File: config.mk
export PLATFORM = sky130hd
export DESIGN_NAME = shift_right_arith_32bit
export DESIGN_NICKNAME = d
export VERILOG_FILES = /design/src/rtl/sra32_pkg.sv /design/src/rtl/sra32_stage.sv /design/src/rtl/shift_right_arith_32bit.sv
export SDC_FILE = /design/constraint.sdc
export NUM_CORES = 1
export LEC_CHECK = 0
export ABC_CLOCK_PERIOD_IN_PS = 800
export BUFFER_PORTS_ARGS = -buffer_cell sky130_fd_sc_hd__buf_2
export CORE_MARGIN = 5
export CORE_UTILIZATION = 48
export CTS_BUF_LIST = sky130_fd_sc_hd__clkbuf_8 sky130_fd_sc_hd__clkbuf_16
export DETAILED_ROUTE_END_ITERATION = 16
export PLACE_DENSITY = 0.78
export SETUP_SLACK_MARGIN = 0.5
export SLEW_MARGIN = 25
export SYNTH_ARGS = -nofsm -noshare
export SYNTH_HDL_FRONTEND = slang
export SYNTH_SLANG_ARGS = --single-unit
File: constraint.sdc
create_clock -name clk -period 0.8 [get_ports clk]
set_input_delay 0.04 -clock clk [delete_from_list [all_inputs] [get_ports clk]]
set_output_delay 0.04 -clock clk [all_outputs]
set_load 0.05 [all_outputs]
File: src/rtl/sra32_pkg.sv
// Shared types and constants for the 32-bit arithmetic right shifter.
package sra32_pkg;

    localparam int SRA32_WIDTH   = 32;
    localparam int SRA32_SHAMT_W = 5;

    typedef logic [SRA32_WIDTH-1:0]   sra32_word_t;
    typedef logic [SRA32_SHAMT_W-1:0] sra32_shamt_t;

endpackage

File: src/rtl/sra32_stage.sv
// One conditional shift-right-by-2^K stage of the barrel shifter.
// Vacated upper bits take fill_i (the operand sign bit).
module sra32_stage
    import sra32_pkg::*;
#(
    parameter int K = 0
) (
    input  sra32_word_t data_i,
    input  logic        en_i,
    input  logic        fill_i,
    output sra32_word_t data_o
);

    localparam int SH = 1 << K;

    // Ones in the top SH bit positions: the lanes vacated by this stage.
    localparam sra32_word_t FILL_MASK = ~({SRA32_WIDTH{1'b1}} >> SH);

    sra32_word_t shifted;

    // Logical shift, then OR in the sign lanes when filling with ones.
    always_comb begin
        shifted = data_i >> SH;
        if (fill_i) begin
            shifted = shifted | FILL_MASK;
        end
        data_o = en_i ? shifted : data_i;
    end

endmodule

File: src/rtl/shift_right_arith_32bit.sv
// Registered 32-bit arithmetic right shifter (Z = X >>> Y, Y unsigned,
// saturating to sign fill for Y >= 32).
// Optional macro SRA32_PIPE_EN adds a register after the 1/2/4/8 stages,
// raising latency from 1 to 2 cycles.
module shift_right_arith_32bit
    import sra32_pkg::*;
#(
    parameter int WIDTH = SRA32_WIDTH
) (
    input  logic             clk,
    input  logic             rst_n,
    input  logic             in_valid,
    input  logic [WIDTH-1:0] X,
    input  logic [WIDTH-1:0] Y,
    output logic [WIDTH-1:0] Z,
    output logic             out_valid
);

`ifdef SRA32_PIPE_EN
    localparam int LAT = 2;
`else
    localparam int LAT = 1;
`endif

    // Any amount bit above bit 4 means the whole word shifts out.
    logic sat;
    assign sat = |Y[WIDTH-1:SRA32_SHAMT_W];

    sra32_word_t stg_out [SRA32_SHAMT_W];

    // Values feeding the final (shift-by-16) stage and the result mux.
    sra32_word_t s4_data;
    logic        s4_en;
    logic        s4_sign;
    logic        s4_sat;
    logic        s4_vld;

`ifdef SRA32_PIPE_EN
    sra32_word_t mid_data_d, mid_data_q;
    logic        mid_b4_d,   mid_b4_q;
    logic        mid_sign_d, mid_sign_q;
    logic        mid_sat_d,  mid_sat_q;

    // Capture the partial shift plus the bits the last stage still needs.
    always_comb begin
        mid_data_d = stg_out[3];
        mid_b4_d   = Y[4];
        mid_sign_d = X[WIDTH-1];
        mid_sat_d  = sat;
    end

    // Mid-pipe register, cleared by reset so in-flight work is dropped.
    always_ff @(posedge clk or negedge rst_n) begin
        if (!rst_n) begin
            mid_data_q <= '0;
            mid_b4_q   <= 1'b0;
            mid_sign_q <= 1'b0;
            mid_sat_q  <= 1'b0;
        end else begin
            mid_data_q <= mid_data_d;
            mid_b4_q   <= mid_b4_d;
            mid_sign_q <= mid_sign_d;
            mid_sat_q  <= mid_sat_d;
        end
    end
`endif

    logic [LAT-1:0] vld_pipe_d, vld_pipe_q;

    // Select the last-stage source: mid register or straight combinational.
    always_comb begin
`ifdef SRA32_PIPE_EN
        s4_data = mid_data_q;
        s4_en   = mid_b4_q;
        s4_sign = mid_sign_q;
        s4_sat  = mid_sat_q;
        s4_vld  = vld_pipe_q[0];
`else
        s4_data = stg_out[3];
        s4_en   = Y[4];
        s4_sign = X[WIDTH-1];
        s4_sat  = sat;
        s4_vld  = in_valid;
`endif
    end

    // Stage chain: shifts of 1, 2, 4, 8 then 16, each filling with the sign.
    for (genvar k = 0; k < SRA32_SHAMT_W; k++) begin : g_stg
        sra32_word_t d_in;
        logic        en;
        logic        fill;
        if (k == 0) begin : g_first
            assign d_in = X;
            assign en   = Y[0];
            assign fill = X[WIDTH-1];
        end else if (k == SRA32_SHAMT_W - 1) begin : g_last
            assign d_in = s4_data;
            assign en   = s4_en;
            assign fill = s4_sign;
        end else begin : g_mid
            assign d_in = stg_out[k-1];
            assign en   = Y[k];
            assign fill = X[WIDTH-1];
        end
        sra32_stage #(.K(k)) u_stage (
            .data_i (d_in),
            .en_i   (en),
            .fill_i (fill),
            .data_o (stg_out[k])
        );
    end

    sra32_word_t z_d, z_q;

    // Output register loads only on a valid op; otherwise holds its value.
    always_comb begin
        z_d = z_q;
        if (s4_vld) begin
            z_d = s4_sat ? {SRA32_WIDTH{s4_sign}} : stg_out[SRA32_SHAMT_W-1];
        end
    end

    // Valid shift register tracking in_valid through the pipeline.
    always_comb begin
`ifdef SRA32_PIPE_EN
        vld_pipe_d = {vld_pipe_q[0], in_valid};
`else
        vld_pipe_d = in_valid;
`endif
    end

    // Output and valid registers.
    always_ff @(posedge clk or negedge rst_n) begin
        if (!rst_n) begin
            z_q        <= '0;
            vld_pipe_q <= '0;
        end else begin
            z_q        <= z_d;
            vld_pipe_q <= vld_pipe_d;
        end
    end

    assign Z         = z_q;
    assign out_valid = vld_pipe_q[LAT-1];

endmodule

==> impl_metrics.py, run 1 <==
metrics = {
    "outcome": {
        "status": "finished, violations left",
        "failed_checks": "negative hold slack, negative setup slack",
    },
    "place": {
        "place.gp.congestion": 0.961,
        "post-dp-hpwl_mm": 8.29,
        "place_ws_ns": -1.02,
        "portBuffers": 99,
    },
    "synthesis": {
        "synth_edf_count": 0,
        "ys_warn_count": 0,
        "yosys-top-cells-count": "nand2_1 (54), dfrtp_1 (33), nor2_1 (30)",
        "ys_types": 42,
        "syn_inst": 335,
        "ys_top_cells_by_area": "dfrtp_1 (25%), mux4_2 (14%), mux4_1 (13%)",
        "yosysSeqAreaShare": 0.250,
        "yosys.area.top_type": "dfrtp_1",
        "synth_seq_cells": 33,
        "yosysMostFrequentCell": "nand2_1",
        "synth_top_flop_cell": "dfrtp_1",
        "synth_area_um2": 3310,
        "yosys.area.top_type_share": 0.250,
        "syn_avg_cell_area_um2": 9.87,
        "synth-async-reset-ratio": 1.00,
        "synthesis.nets": 402,
    },
    "sta": {
        "slew_headroom": 0.679,
        "worst_pin_slew_ns": 0.481,
        "drv_slew": 0,
        "timing.fmax_mhz": 648,
        "finalWorstSetupSlack_ns": -0.743,
        "finalCritPeriodShare": 1.93,
        "fin_tns_setup_ns": -21.52,
        "fin_skew_ns": 0,
        "min_period_ns": 1.54,
        "whs_ns": -0.314,
        "finalSetupViolCount": 64,
        "rsz0062_at_grt": "true",
        "hold_viol": 33,
    },
    "global_route": {
        "grt_pass1_vias": 4087,
        "grt_max_degree": 34,
        "grt_overflow": 0,
        "grt_antenna_before_repair": 0,
        "grtUsageTotal": 0.313,
        "grt_pass1_wl_mm": 21.2,
    },
    "clocking": {
        "clock-sinks": 33,
        "cts.root.buffer_cell": "clkbuf_8",
        "numCtsBuffers": 5,
        "path_clk_slew_ns": 0.08,
        "clk_latency_ns": 0.29,
        "cts_tree": "built",
        "cts_max_level": 2,
        "clock_path_buffers": 2,
    },
    "die": {
        "die_y_um": 93.0,
        "initial_core_util": 0.489,
        "die_width_um": 93.0,
        "dieArea_um2": 8650,
        "rows": 30,
        "num_io_pins": 100,
        "core_area_um2": 6760,
    },
    "layout": {
        "fin_nets": 589,
        "drive_gt1_frac": 0.700,
        "syn_to_final_growth_pct": 68.8,
        "n_antenna_cell": 0,
    },
    "setup_path": {
        "r2r_cells": 2,
        "crit_end": "Z[24]",
        "worst-path-buf-inv": 3,
        "critPathLaunch": "Y[22]",
        "worstSetupEndpointType": "flip-flop",
        "critPathRequiredTime_ns": 0.93,
        "path_delay_family": "simple AND/OR/NAND/NOR gates",
        "reg2reg_from": "Z[24]",
        "start_kind": "primary input",
        "critPathMaxStageDelay_ns": 0.31,
        "r2r_slack_ns": -0.20,
        "r2r_end": "Z[24]",
        "worst-path-stages": 8,
        "crit_type": "in2reg",
        "worst_ep_arrival_time_ns": 1.67,
        "crit_fanout": 7,
        "crit_chain": "buf_6 -> nor4_4 -> nand4_1 -> buf_4 -> or2_4 -> buf_6 -> o211ai_1 -> o21ai_1",
        "crit_slowest_cell": "nor4_4",
        "crit_top_cell": "buf_6",
    },
    "power": {
        "p_leak_nw": 2.34,
        "power_mw": 7.22,
        "pwr_density_cell_nw_per_um2": 1290,
        "peakVddDrop_mv": 0.684,
    },
    "routing": {
        "dr_wl_met3_mm": 1.79,
        "routed_via_density": 6.81,
        "drcViolationCount": 0,
        "num_vias": 4105,
        "wire_per_inst_um": 25.4,
        "ant_nets": 0,
        "drt_iter0_drc": 796,
        "drt-met1-wl_mm": 5.20,
        "drt-total-wl_mm": 15.3,
        "top_layer": "met4",
        "met2RoutedLength_mm": 7.19,
        "drt_pass1_iterations": 7,
    },
    "min_path": {
        "hold_path.class": "in2async",
    },
    "job": {
        "cap_violations": 0,
    },
}
==> metal layers <==
layer | global-route usage | vias up
li1 | - | 1652
met2 | 0.513 | 420
met5 | 0 | -
met4 | 0.176 | 0
met1 | 0.380 | 1905
met3 | 0.0708 | 128
==> kinds of logic after synthesis <==
kind of cell | synth area share
mux | 0.371
simple gates | 0.166
compound gates | 0.130
flops | 0.250
buf+inv | 0.0836
==> how the worst min path moves through the flow <==
stage | start | endpoint | slack (ns)
after floorplan | rst_n | Z[0] | -0.26
after global placement | rst_n | Z[19] | 0.008
after detailed placement | rst_n | Z[19] | 0.008
after CTS | rst_n | Z[19] | -0.29
after global routing | rst_n | Z[19] | -0.29
final | rst_n | Z[25] | -0.31
==> state kept, by name, summed over array words and instances, names as in the netlist <==
register / flops
out_valid: 1
Z: 32
==> cells in the final DEF, fill, tap and decap left out, types with 3 or more instances in the layout <==
cell type and instances:
nor2_4 4, o311ai_2 3, o211ai_1 12, buf_12 8, nand2_1 42, inv_1 13
o21ai_2 4, nand3_2 4, buf_4 89, a31oi_1 18, mux2i_1 5, mux2_4 10
o21ai_1 8, mux2i_4 7, nor4_4 6, buf_2 57, buf_8 6, mux2_2 7
nor2_1 25, nand3_1 18, nand2_2 11, clkbuf_8 6, mux4_2 35, buf_6 52
dfrtp_2 32
==> repair_timing <==
action	4_1_cts	5_1_grt
gates cloned	2	0
setup endpoints to repair	65	66
gates resized for setup	163	37
pin swaps	32	22
hold endpoints to repair	33	33
setup buffers	21	14
==> area by class of cell <==
type                            instances  area [µm²]
Timing Repair Buffer                  213        1820
Multi-Input combinational cell        257        2640
Sequential cell                        33         866
Fill cell                             342        1180
Clock buffer                            6        82.6
Clock inverter                          2        33.8
Tap cell                               80         100
Inverter                               12        45.0
==> worst register-to-register path, stage by stage, from the launching register on <==
cell     delay, ns
dfrtp_2       0.44
inv_1         0.07
o21ai_1       0.34
==> power breakdown <==
part / total [mW] / switching, mW / internal [mW]
Sequential: 1.99 / 0.144 / 1.85
Clock: 1.68 / 0.672 / 1.00
Combinational: 3.56 / 1.95 / 1.61
Total: 7.22 / 2.76 / 4.46
==> stage by stage <==
step,cells,utilization,cell area (µm²)
after global routing,603,0.826,5580
after detailed placement,558,0.658,4440
final,603,0.826,5580
after CTS,589,0.784,5290
after global placement,558,0.658,4440
after floorplan,335,-,3430
No activity file was read; power rests on OpenSTA's default activity.
==> run 2: changes to the inputs <==
--- a/config.mk
+++ b/config.mk
@@ -13,6 +13,7 @@
 export DETAILED_ROUTE_END_ITERATION = 16
 export PLACE_DENSITY = 0.78
 export SETUP_SLACK_MARGIN = 0.5
+export SKIP_LAST_GASP = 1
 export SLEW_MARGIN = 25
 export SYNTH_ARGS = -nofsm -noshare
 export SYNTH_HDL_FRONTEND = slang
==> impl_metrics.py, run 2 (same netlist as run 1, synthesis figures left out) <==
metrics = {
    "clocking": {
        "clock-sinks": 33,
        "cts_max_level": 2,
        "numCtsBuffers": 5,
        "path_clk_slew_ns": 0.08,
        "cts_tree": "built",
        "clock_path_buffers": 2,
        "clk_latency_ns": 0.29,
        "cts.root.buffer_cell": "clkbuf_8",
    },
    "setup_path": {
        "worstSetupEndpointType": "flip-flop",
        "crit_type": "in2reg",
        "crit_fanout": 4,
        "start_kind": "primary input",
        "worst_ep_arrival_time_ns": 1.79,
        "critPathRequiredTime_ns": 0.98,
        "r2r_slack_ns": -0.15,
        "r2r_cells": 3,
        "reg2reg_from": "Z[15]",
        "r2r_end": "Z[15]",
    },
    "routing": {
        "drt_pass1_iterations": 8,
        "num_vias": 4197,
        "drt_iter0_drc": 636,
        "drcViolationCount": 0,
        "routed_via_density": 6.93,
        "wire_per_inst_um": 26.3,
        "ant_nets": 0,
        "drt-total-wl_mm": 16.0,
    },
    "power": {
        "power_frac_seq": 0.272,
        "peakVddDrop_mv": 0.679,
        "clkPwrFrac": 0.231,
        "power_frac_comb": 0.497,
        "power.switching_mw": 2.81,
        "pwr_density_cell_nw_per_um2": 1280,
        "swShare": 0.384,
        "power_mw": 7.31,
        "internal_power_mw": 4.50,
        "p_leak_nw": 2.39,
    },
    "sta": {
        "worst_pin_slew_ns": 0.486,
        "timing.fmax_mhz": 622,
        "slew_headroom": 0.674,
        "finalCritPeriodShare": 2.01,
        "rsz0062_at_grt": "true",
        "whs_ns": -0.318,
        "min_period_ns": 1.61,
        "finalWorstSetupSlack_ns": -0.808,
        "fin_skew_ns": 0,
        "drv_slew": 0,
        "finalSetupViolCount": 64,
        "hold_viol": 33,
    },
    "outcome": {
        "status": "finished, violations left",
        "failed_checks": "negative hold slack, negative setup slack",
    },
    "layout": {
        "drive_gt1_frac": 0.707,
        "fin_util": 0.843,
        "n_antenna_cell": 0,
        "instances_no_fill": 606,
        "final_common_cell": "buf_4",
        "mostFrequentLayoutCells": "buf_4 (80), buf_6 (64), buf_2 (54)",
        "fin_nets": 592,
        "largest_reg_flops": 32,
        "syn_to_final_growth_pct": 72.4,
    },
    "global_route": {
        "grt_max_degree": 34,
        "grt_pass1_wl_mm": 20.6,
        "grtUsageTotal": 0.304,
        "grt_overflow": 0,
        "grt_antenna_before_repair": 0,
        "grt_pass1_vias": 3880,
    },
    "job": {
        "cap_violations": 0,
    },
    "min_path": {
        "hold_path.class": "in2async",
    },
    "place": {
        "place.gp.congestion": 0.961,
        "placed_cells": 558,
        "portBuffers": 99,
        "post-dp-hpwl_mm": 8.29,
        "place_ws_ns": -1.02,
    },
    "die": {
        "rows": 30,
        "num_io_pins": 100,
        "initial_core_util": 0.489,
        "die_y_um": 93.0,
        "dieArea_um2": 8650,
        "die_width_um": 93.0,
        "core_area_um2": 6760,
    },
}
run 2: timing repair:
| item | 4_1_cts | 5_1_grt |
|---|---|---|
| resized for setup | 157 | 62 |
| buffers inserted | 21 | 16 |
| endpoints found under the setup margin | 65 | 66 |
| gates cloned | 2 | 1 |
| hold endpoints to repair | 33 | 33 |
| pin swaps | 32 | 43 |
run 2: power by group through the flow:
stage	registers, mW	clock network (mW)	logic [mW]
after detailed placement	1.96	0	2.59
after global routing	2.00	1.75	3.74
after floorplan	2.49	0	1.09
final	1.99	1.69	3.63
after CTS	1.97	1.63	3.14
after global placement	1.95	0	2.52
run 2: area by class of cell:
class	count	area, µm²
Inverter	12	45.0
Tap cell	80	100
Timing Repair Buffer	216	1920
Multi-Input combinational cell	257	2650
Sequential cell	33	866
Clock buffer	6	82.6
Clock inverter	2	33.8
Fill cell	304	1060
run 2: routing by layer:
metal  track usage  share of wire  vias up
li1              -              -     1656
met1         0.368           0.33     1971
met2         0.494           0.46      452
met3        0.0684           0.13      118
met4         0.184          0.079        0
met5             0              0        -
run 2: stage by stage:
| stage | TNS (ns) | cell area (µm²) |
|---|---|---|
| 2_1_floorplan | -19.04 | 3430 |
| 3_3_place_gp | -26.77 | 4440 |
| 3_5_place_dp | -28.03 | 4440 |
| 4_1_cts | -17.41 | 5270 |
| 5_1_grt | -24.06 | 5700 |
| 6_report | -23.14 | 5700 |
run 2: worst max path at each step:
stage | cells after the start | startpoint | to | slack (ns)
6_report | 9 | Y[27] | Z[23] | -0.81
5_1_grt | 9 | Y[27] | Z[23] | -0.78
4_1_cts | 7 | Y[5] | Z[28] | -0.53
3_5_place_dp | 7 | Y[1] | Z[28] | -1.02
3_3_place_gp | 7 | Y[1] | Z[28] | -0.94
2_1_floorplan | 8 | Y[1] | Z[15] | -0.69
run 2: critical path, stage by stage:
cell	delay, ns
buf_2	0.11
nor3_1	0.32
nand4_1	0.20
buf_4	0.18
buf_6	0.12
o31ai_4	0.32
buf_6	0.18
o311ai_2	0.10
o21ai_1	0.21
